--- src/rtl/lsu_pkg.sv ---
// Shared types and defaults for the load/store unit: opcodes, FSM states and
// stack-pointer bounds, plus a small opcode-class helper.
package lsu_pkg;

    typedef enum logic [1:0] {
        OP_LOAD  = 2'b00,
        OP_STORE = 2'b01,
        OP_PUSH  = 2'b10,
        OP_POP   = 2'b11
    } lsu_op_e;

    typedef enum logic [1:0] {
        ST_IDLE   = 2'b00,
        ST_ACCESS = 2'b01,
        ST_RESP   = 2'b10
    } lsu_state_e;

    localparam logic [7:0] SP_RESET_DEF = 8'hFF;
    localparam logic [7:0] SP_LIMIT_DEF = 8'h00;

    // STORE and PUSH write memory; LOAD and POP read it.
    function automatic logic op_writes(input lsu_op_e op);
        return (op == OP_STORE) || (op == OP_PUSH);
    endfunction

endpackage

--- src/rtl/load_store_unit_if.sv ---
// Core-side request/response handshake bundle for the load/store unit.
interface load_store_unit_if;
    logic       req_valid;
    logic       req_ready;
    logic [1:0] req_op;
    logic [7:0] req_base;
    logic [7:0] req_offset;
    logic [7:0] req_wdata;
    logic       resp_valid;
    logic       resp_ready;
    logic [7:0] resp_rdata;
    logic       resp_err;

    modport slave (
        input  req_valid, req_op, req_base, req_offset, req_wdata, resp_ready,
        output req_ready, resp_valid, resp_rdata, resp_err
    );

    modport master (
        output req_valid, req_op, req_base, req_offset, req_wdata, resp_ready,
        input  req_ready, resp_valid, resp_rdata, resp_err
    );
endinterface

--- src/rtl/lsu_addr_gen.sv ---
// Combinational effective-address, next stack pointer and stack
// overflow/underflow detection for one request.
module lsu_addr_gen
    import lsu_pkg::*;
#(
    parameter logic [7:0] SP_RESET = SP_RESET_DEF,
    parameter logic [7:0] SP_LIMIT = SP_LIMIT_DEF
) (
    input  lsu_op_e    op_i,
    input  logic [7:0] base_i,
    input  logic [7:0] offset_i,
    input  logic [7:0] sp_i,
    output logic [7:0] addr_o,
    output logic [7:0] sp_next_o,
    output logic       err_o
);

    // Address and stack bookkeeping; the 8-bit sum drops the carry.
    always_comb begin
        addr_o    = 8'h00;
        sp_next_o = sp_i;
        err_o     = 1'b0;
        case (op_i)
            OP_LOAD, OP_STORE: begin
                addr_o = base_i + offset_i;
            end
            OP_PUSH: begin
                addr_o = sp_i;
                if (sp_i == SP_LIMIT) begin
                    err_o = 1'b1;
                end else begin
                    sp_next_o = sp_i - 8'd1;
                end
            end
            OP_POP: begin
                addr_o = sp_i + 8'd1;
                if (sp_i == SP_RESET) begin
                    err_o = 1'b1;
                end else begin
                    sp_next_o = sp_i + 8'd1;
                end
            end
            default: begin
                addr_o = 8'h00;
            end
        endcase
    end

endmodule

--- src/rtl/load_store_unit.sv ---
// Load/store unit with a descending stack: IDLE -> ACCESS (one memory cycle)
// -> RESP (held until the core takes it).
module load_store_unit
    import lsu_pkg::*;
#(
    parameter logic [7:0] SP_RESET = SP_RESET_DEF,
    parameter logic [7:0] SP_LIMIT = SP_LIMIT_DEF
) (
    input  logic               clk,
    input  logic               rst_n,
    load_store_unit_if.slave   bus,
    output logic [7:0]         sp,
    output logic [7:0]         mem_addr,
    output logic [7:0]         mem_data_in,
    output logic               mem_wr,
    output logic               mem_rd,
    input  logic [7:0]         mem_data_out
);

    lsu_state_e state_q, state_d;
    lsu_op_e    op_q;
    logic       err_q;
    logic [7:0] sp_q, sp_upd_q;
    logic [7:0] mem_addr_q, mem_data_in_q;
    logic       mem_wr_q, mem_rd_q;
    logic       resp_valid_q, resp_err_q;
    logic [7:0] resp_rdata_q;

    lsu_op_e    req_op_s;
    logic       accept_s;
    logic [7:0] ag_addr_s, ag_sp_next_s;
    logic       ag_err_s;

    assign req_op_s = lsu_op_e'(bus.req_op);
    assign accept_s = bus.req_valid && (state_q == ST_IDLE);

    lsu_addr_gen #(
        .SP_RESET (SP_RESET),
        .SP_LIMIT (SP_LIMIT)
    ) u_addr_gen (
        .op_i      (req_op_s),
        .base_i    (bus.req_base),
        .offset_i  (bus.req_offset),
        .sp_i      (sp_q),
        .addr_o    (ag_addr_s),
        .sp_next_o (ag_sp_next_s),
        .err_o     (ag_err_s)
    );

    // State register.
    always_ff @(posedge clk or negedge rst_n) begin
        if (!rst_n) begin
            state_q <= ST_IDLE;
        end else begin
            state_q <= state_d;
        end
    end

    // Next-state decode.
    always_comb begin
        state_d = state_q;
        case (state_q)
            ST_IDLE: begin
                if (accept_s) state_d = ST_ACCESS;
                else          state_d = ST_IDLE;
            end
            ST_ACCESS: state_d = ST_RESP;
            ST_RESP: begin
                if (bus.resp_ready) state_d = ST_IDLE;
                else                state_d = ST_RESP;
            end
            default: state_d = ST_IDLE;
        endcase
    end

    // Datapath: strobes are armed at accept so they are high for ACCESS only;
    // a faulting stack op never raises a strobe, so Z is never captured.
    always_ff @(posedge clk or negedge rst_n) begin
        if (!rst_n) begin
            op_q          <= OP_LOAD;
            err_q         <= 1'b0;
            sp_q          <= SP_RESET;
            sp_upd_q      <= SP_RESET;
            mem_addr_q    <= 8'h00;
            mem_data_in_q <= 8'h00;
            mem_wr_q      <= 1'b0;
            mem_rd_q      <= 1'b0;
            resp_valid_q  <= 1'b0;
            resp_err_q    <= 1'b0;
            resp_rdata_q  <= 8'h00;
        end else begin
            case (state_q)
                ST_IDLE: begin
                    if (accept_s) begin
                        op_q          <= req_op_s;
                        err_q         <= ag_err_s;
                        sp_upd_q      <= ag_sp_next_s;
                        mem_addr_q    <= ag_addr_s;
                        mem_data_in_q <= op_writes(req_op_s) ? bus.req_wdata : 8'h00;
                        mem_wr_q      <= op_writes(req_op_s) && !ag_err_s;
                        mem_rd_q      <= !op_writes(req_op_s) && !ag_err_s;
                    end
                end
                ST_ACCESS: begin
                    mem_wr_q     <= 1'b0;
                    mem_rd_q     <= 1'b0;
                    resp_valid_q <= 1'b1;
                    resp_err_q   <= err_q;
                    resp_rdata_q <= (!op_writes(op_q) && !err_q) ? mem_data_out : 8'h00;
                    if (!err_q) begin
                        sp_q <= sp_upd_q;
                    end
                end
                ST_RESP: begin
                    if (bus.resp_ready) begin
                        resp_valid_q <= 1'b0;
                    end
                end
                default: begin
                    mem_wr_q <= 1'b0;
                    mem_rd_q <= 1'b0;
                end
            endcase
        end
    end

    assign bus.req_ready  = (state_q == ST_IDLE);
    assign bus.resp_valid = resp_valid_q;
    assign bus.resp_rdata = resp_rdata_q;
    assign bus.resp_err   = resp_err_q;
    assign sp             = sp_q;
    assign mem_addr       = mem_addr_q;
    assign mem_data_in    = mem_data_in_q;
    assign mem_wr         = mem_wr_q;
    assign mem_rd         = mem_rd_q;

endmodule

--- src/flat_wrapper.sv ---
// flat-port wrapper written by rule: the top's interface ports become plain ports
module load_store_unit_flat import lsu_pkg::*;
#(
    parameter logic [7:0] SP_RESET = SP_RESET_DEF,
    parameter logic [7:0] SP_LIMIT = SP_LIMIT_DEF
)
  (clk, rst_n, sp, mem_addr, mem_data_in, mem_wr, mem_rd, mem_data_out, bus_req_valid, bus_req_op, bus_req_base, bus_req_offset, bus_req_wdata, bus_resp_ready, bus_req_ready, bus_resp_valid, bus_resp_rdata, bus_resp_err);
  load_store_unit_if bus_i ();
  input  logic clk;
  input  logic rst_n;
  output logic [7:0] sp;
  output logic [7:0] mem_addr;
  output logic [7:0] mem_data_in;
  output logic mem_wr;
  output logic mem_rd;
  input  logic [7:0] mem_data_out;
  input wire logic [$bits(bus_i.req_valid)-1:0] bus_req_valid;
  input wire logic [$bits(bus_i.req_op)-1:0] bus_req_op;
  input wire logic [$bits(bus_i.req_base)-1:0] bus_req_base;
  input wire logic [$bits(bus_i.req_offset)-1:0] bus_req_offset;
  input wire logic [$bits(bus_i.req_wdata)-1:0] bus_req_wdata;
  input wire logic [$bits(bus_i.resp_ready)-1:0] bus_resp_ready;
  output wire logic [$bits(bus_i.req_ready)-1:0] bus_req_ready;
  output wire logic [$bits(bus_i.resp_valid)-1:0] bus_resp_valid;
  output wire logic [$bits(bus_i.resp_rdata)-1:0] bus_resp_rdata;
  output wire logic [$bits(bus_i.resp_err)-1:0] bus_resp_err;
  assign bus_i.req_valid = bus_req_valid;
  assign bus_i.req_op = bus_req_op;
  assign bus_i.req_base = bus_req_base;
  assign bus_i.req_offset = bus_req_offset;
  assign bus_i.req_wdata = bus_req_wdata;
  assign bus_i.resp_ready = bus_resp_ready;
  assign bus_req_ready = bus_i.req_ready;
  assign bus_resp_valid = bus_i.resp_valid;
  assign bus_resp_rdata = bus_i.resp_rdata;
  assign bus_resp_err = bus_i.resp_err;
  load_store_unit #(.SP_RESET(SP_RESET), .SP_LIMIT(SP_LIMIT)) u_core (.clk(clk), .rst_n(rst_n), .bus(bus_i), .sp(sp), .mem_addr(mem_addr), .mem_data_in(mem_data_in), .mem_wr(mem_wr), .mem_rd(mem_rd), .mem_data_out(mem_data_out));
endmodule
--- config.mk ---
export PLATFORM = sky130hd
export DESIGN_NAME = load_store_unit_flat
export DESIGN_NICKNAME = d
export VERILOG_FILES = /design/src/rtl/lsu_pkg.sv /design/src/rtl/load_store_unit_if.sv /design/src/rtl/lsu_addr_gen.sv /design/src/rtl/load_store_unit.sv /design/src/flat_wrapper.sv
export SDC_FILE = /design/constraint.sdc
export NUM_CORES = 1
export LEC_CHECK = 0
export CAP_MARGIN = 20
export CORE_MARGIN = 2
export CORE_UTILIZATION = 60
export DETAILED_ROUTE_END_ITERATION = 7
export DONT_BUFFER_PORTS = 1
export HOLD_SLACK_MARGIN = 0.15
export MAX_ROUTING_LAYER = met4
export PLACE_DENSITY = 0.87
export SYNTH_ARGS = -nofsm -noshare
export SYNTH_HDL_FRONTEND = slang
export SYNTH_SLANG_ARGS = --single-unit
export TNS_END_PERCENT = 1
--- constraint.sdc ---
create_clock -name clk -period 3.15 [get_ports clk]
set_input_delay 0.4725 -clock clk [delete_from_list [all_inputs] [get_ports clk]]
set_output_delay 0.4725 -clock clk [all_outputs]
set_load 0.02 [all_outputs]
==> impl_metrics.json <==
{
  "clockBufferDepth": 2,
  "hpwlAfterDp_um": 4920,
  "rows": 25,
  "viasPerCell": 6.58,
  "cp_max_fo": 11,
  "ctsRootBufferMaster": "clkbuf_8",
  "worst_slew_pin_slew_ns": 0.564,
  "crit_type": "flip-flop to flip-flop",
  "internal_power_mw": 1.55,
  "gr-usage-all-layers": 0.257,
  "path_delay_family": "compound AO/OA/AOI/OAI gates",
  "post-route-util": 0.652,
  "dp_slack_ns": 0.920,
  "ys_ff_latch": 49,
  "cts_tree": "built",
  "insertedDiodeCount": 0,
  "ctsResizeCount": 0,
  "synth_cell_types": 66,
  "cp-end-kind": "flip-flop",
  "gp_congestion": 0.943,
  "io_buffers": 0,
  "nFillCells": 393,
  "antenna_found_initial": 0,
  "fmax_mhz": 437,
  "finalNetCount": 355,
  "clock_latency_ns": 0.31,
  "dr.pass1.iters": 6,
  "synthesis.nets": 366,
  "layout_common_cells": "nand2_1 (38), dfrtp_1 (33), nor2_1 (27)",
  "worst-path-buf-inv": 1,
  "rsz0062_at_grt": "false",
  "power_mw": 2.91,
  "slew_viol_final": 0,
  "area_growth_pct": 3.98,
  "io_pins": 75,
  "core_mm2": 0.00475,
  "ys_seq_area_frac": 0.418,
  "power_frac_clock": 0.127,
  "slowest_stage": "dfstp_2",
  "dieWidth_um": 74.5,
  "drt_iter0_drc": 191,
  "cp_cell_sequence": "inv_1 -> ha_1 -> nor2b_1 -> a31oi_1 -> a221oi_1 -> a211oi_1",
  "cp.required_ns": 3.36,
  "drive_above_1_share": 0.138,
  "wl_per_cell_um": 18.3,
  "netSwitchingFraction": 0.469,
  "r2r_start": "u_core.sp[0]",
  "fin_worst_skew_ns": 0.0136,
  "initial_core_util": 0.627,
  "netlist_area_mm2": 0.00298,
  "fin_crit_ns": 2.29,
  "cts_buffers": 5,
  "final_common_cell": "nand2_1",
  "synth_ff_type": "dfrtp_1",
  "grt-ovfl-total": 0,
  "synth_edf_count": 0,
  "grt_max_degree": 50,
  "p_per_area_mw_per_mm2": 939,
  "setup_viol": 0,
  "reg2reg_slack_ns": 0.86,
  "ir_drop_v": 0.000409,
  "fin_crit_sh": 0.726,
  "ant_nets": 0,
  "power_frac_seq": 0.551,
  "multi_input_area_mm2": 0.00159,
  "power.switching_mw": 1.37,
  "setup_ws_ns": 0.864,
  "cp-start-kind": "flip-flop",
  "fp.dieH_um": 74.5,
  "maxSlewHeadroom": 0.624,
  "htreeDepth": 2,
  "critPathMaxStageDelay_ns": 0.72,
  "whs_ns": 0.283,
  "status": "complete, no violations",
  "arrival_ns": 2.50,
  "p_comb_frac": 0.322,
  "synthCells": 315,
  "hp-class": "input port to flip-flop",
  "post-route-drc-count": 0,
  "hp-start": "bus_req_op[1]",
  "r2r-end": "u_core.sp_upd_q[3]",
  "p_leak_nw": 1.26,
  "r2r_cells": 6,
  "layout.area.seq_mm2": 0.00125,
  "finalHoldViolations": 0,
  "maxCapViolCount": 0,
  "first_global_vias": 2117,
  "cts_sinks": 49,
  "grt_first_pass_wirelength_um": 10600,
  "vias": 2448,
  "finalSetupTns_ns": 0,
  "routed_wl_um": 6800,
  "syn_area_per_cell_um2": 9.47,
  "critical_path.startpoint": "u_core.sp[0]",
  "synth-warning-count": 0,
  "dieArea_mm2": 0.00555,
  "holdPathEnd": "u_core.op_q[1]",
  "hold_path_depth": 2,
  "async_flop_share": 1.00,
  "path_clk_slew_ns": 0.09
}
-- cell type report --
class,instances,share of cell area
Inverter,12,0.0161
Multi-Input combinational cell,233,0.513
Clock buffer,6,0.0234
Timing Repair Buffer,3,0.0145
Clock inverter,2,0.00444
Sequential cell,49,0.402
Tap cell,67,0.0270
-- cells in the mapped netlist (4+ instances only) --
master | n | share of area
a211oi_1 | 6 | 0.015
a21oi_1 | 7 | 0.012
a22o_1 | 8 | 0.023
a22oi_1 | 5 | 0.013
a31oi_1 | 13 | 0.027
buf_2 | 8 | 0.013
clkbuf_1 | 11 | 0.014
dfrtp_1 | 33 | 0.28
dfstp_2 | 16 | 0.14
ha_1 | 12 | 0.050
inv_1 | 11 | 0.014
mux2_2 | 4 | 0.015
nand2_1 | 38 | 0.048
nand3_1 | 6 | 0.010
nand3b_1 | 8 | 0.020
nand4_1 | 4 | 0.0084
nor2_1 | 27 | 0.034
nor3_1 | 8 | 0.013
nor3b_1 | 5 | 0.013
o211ai_1 | 5 | 0.013
o21ai_0 | 11 | 0.018
xnor2_1 | 4 | 0.012
xor2_1 | 4 | 0.012
-- power by group through the flow --
stage / sequential, mW / clock (mW) / combinational, mW
floorplan: 1.41 / 0 / 0.895
global placement: 1.60 / 0 / 0.894
detailed placement: 1.61 / 0 / 0.913
CTS: 1.60 / 0.377 / 0.934
global route: 1.65 / 0.408 / 1.04
finish: 1.60 / 0.370 / 0.938
-- per-layer routing --
layer	track usage	share of wire
met5	-	0
met3	0.0352	0.066
met1	0.363	0.44
met2	0.376	0.47
met4	0.0972	0.017
-- worst reg2reg max path, stage by stage (launching register included) --
cell and delay, ns:
dfstp_2 0.72, inv_1 0.16, ha_1 0.25, nor2b_1 0.19, a31oi_1 0.47, a221oi_1 0.18, a211oi_1 0.24
-- flip-flops by register name, indices dropped and copies added (netlist names) --
name and flops:
u_core.mem_wr 1, u_core.bus.resp_err 1, u_core.bus.resp_valid 1, u_core.mem_addr 8
u_core.sp_upd_q 8, u_core.bus.resp_rdata 8, u_core.mem_rd 1, u_core.err_q 1
u_core.sp 8, u_core.state_q 2, u_core.mem_data_in 8, u_core.op_q 2
-- how the worst max path moves through the flow --
stage	end	cells after the start	slack [ns]
6_report	u_core.sp_upd_q[3]	6	0.86
5_1_grt	u_core.mem_addr[6]	5	0.73
4_1_cts	u_core.sp_upd_q[3]	6	0.92
3_5_place_dp	u_core.sp_upd_q[3]	6	0.92
3_3_place_gp	u_core.mem_addr[6]	5	1.00
2_1_floorplan	u_core.sp_upd_q[3]	7	1.13
-- logic make-up after synthesis --
logic type	synth area share
AND/OR/NAND/NOR	0.229
XOR/XNOR	0.0235
flip-flops	0.418
AO/OA/AOI/OAI	0.195
buffers and inverters	0.0491
multiplexers	0.0289
adder cells (fa/ha/maj)	0.0570
-- what timing repair did --
action                    4_1_cts  5_1_grt
hold buffers                    2        0
hold endpoints to repair       49        0
buffers inserted                0        0
-- through the flow --
| step | instance area (um2) | instances |
|---|---|---|
| 3_5_place_dp | 2980 | 362 |
| 2_1_floorplan | 2980 | 315 |
| 6_report | 3100 | 372 |
| 5_1_grt | 3100 | 372 |
| 4_1_cts | 3100 | 372 |
| 3_3_place_gp | 2980 | 362 |
No activity file was read; power rests on OpenSTA's default activity.
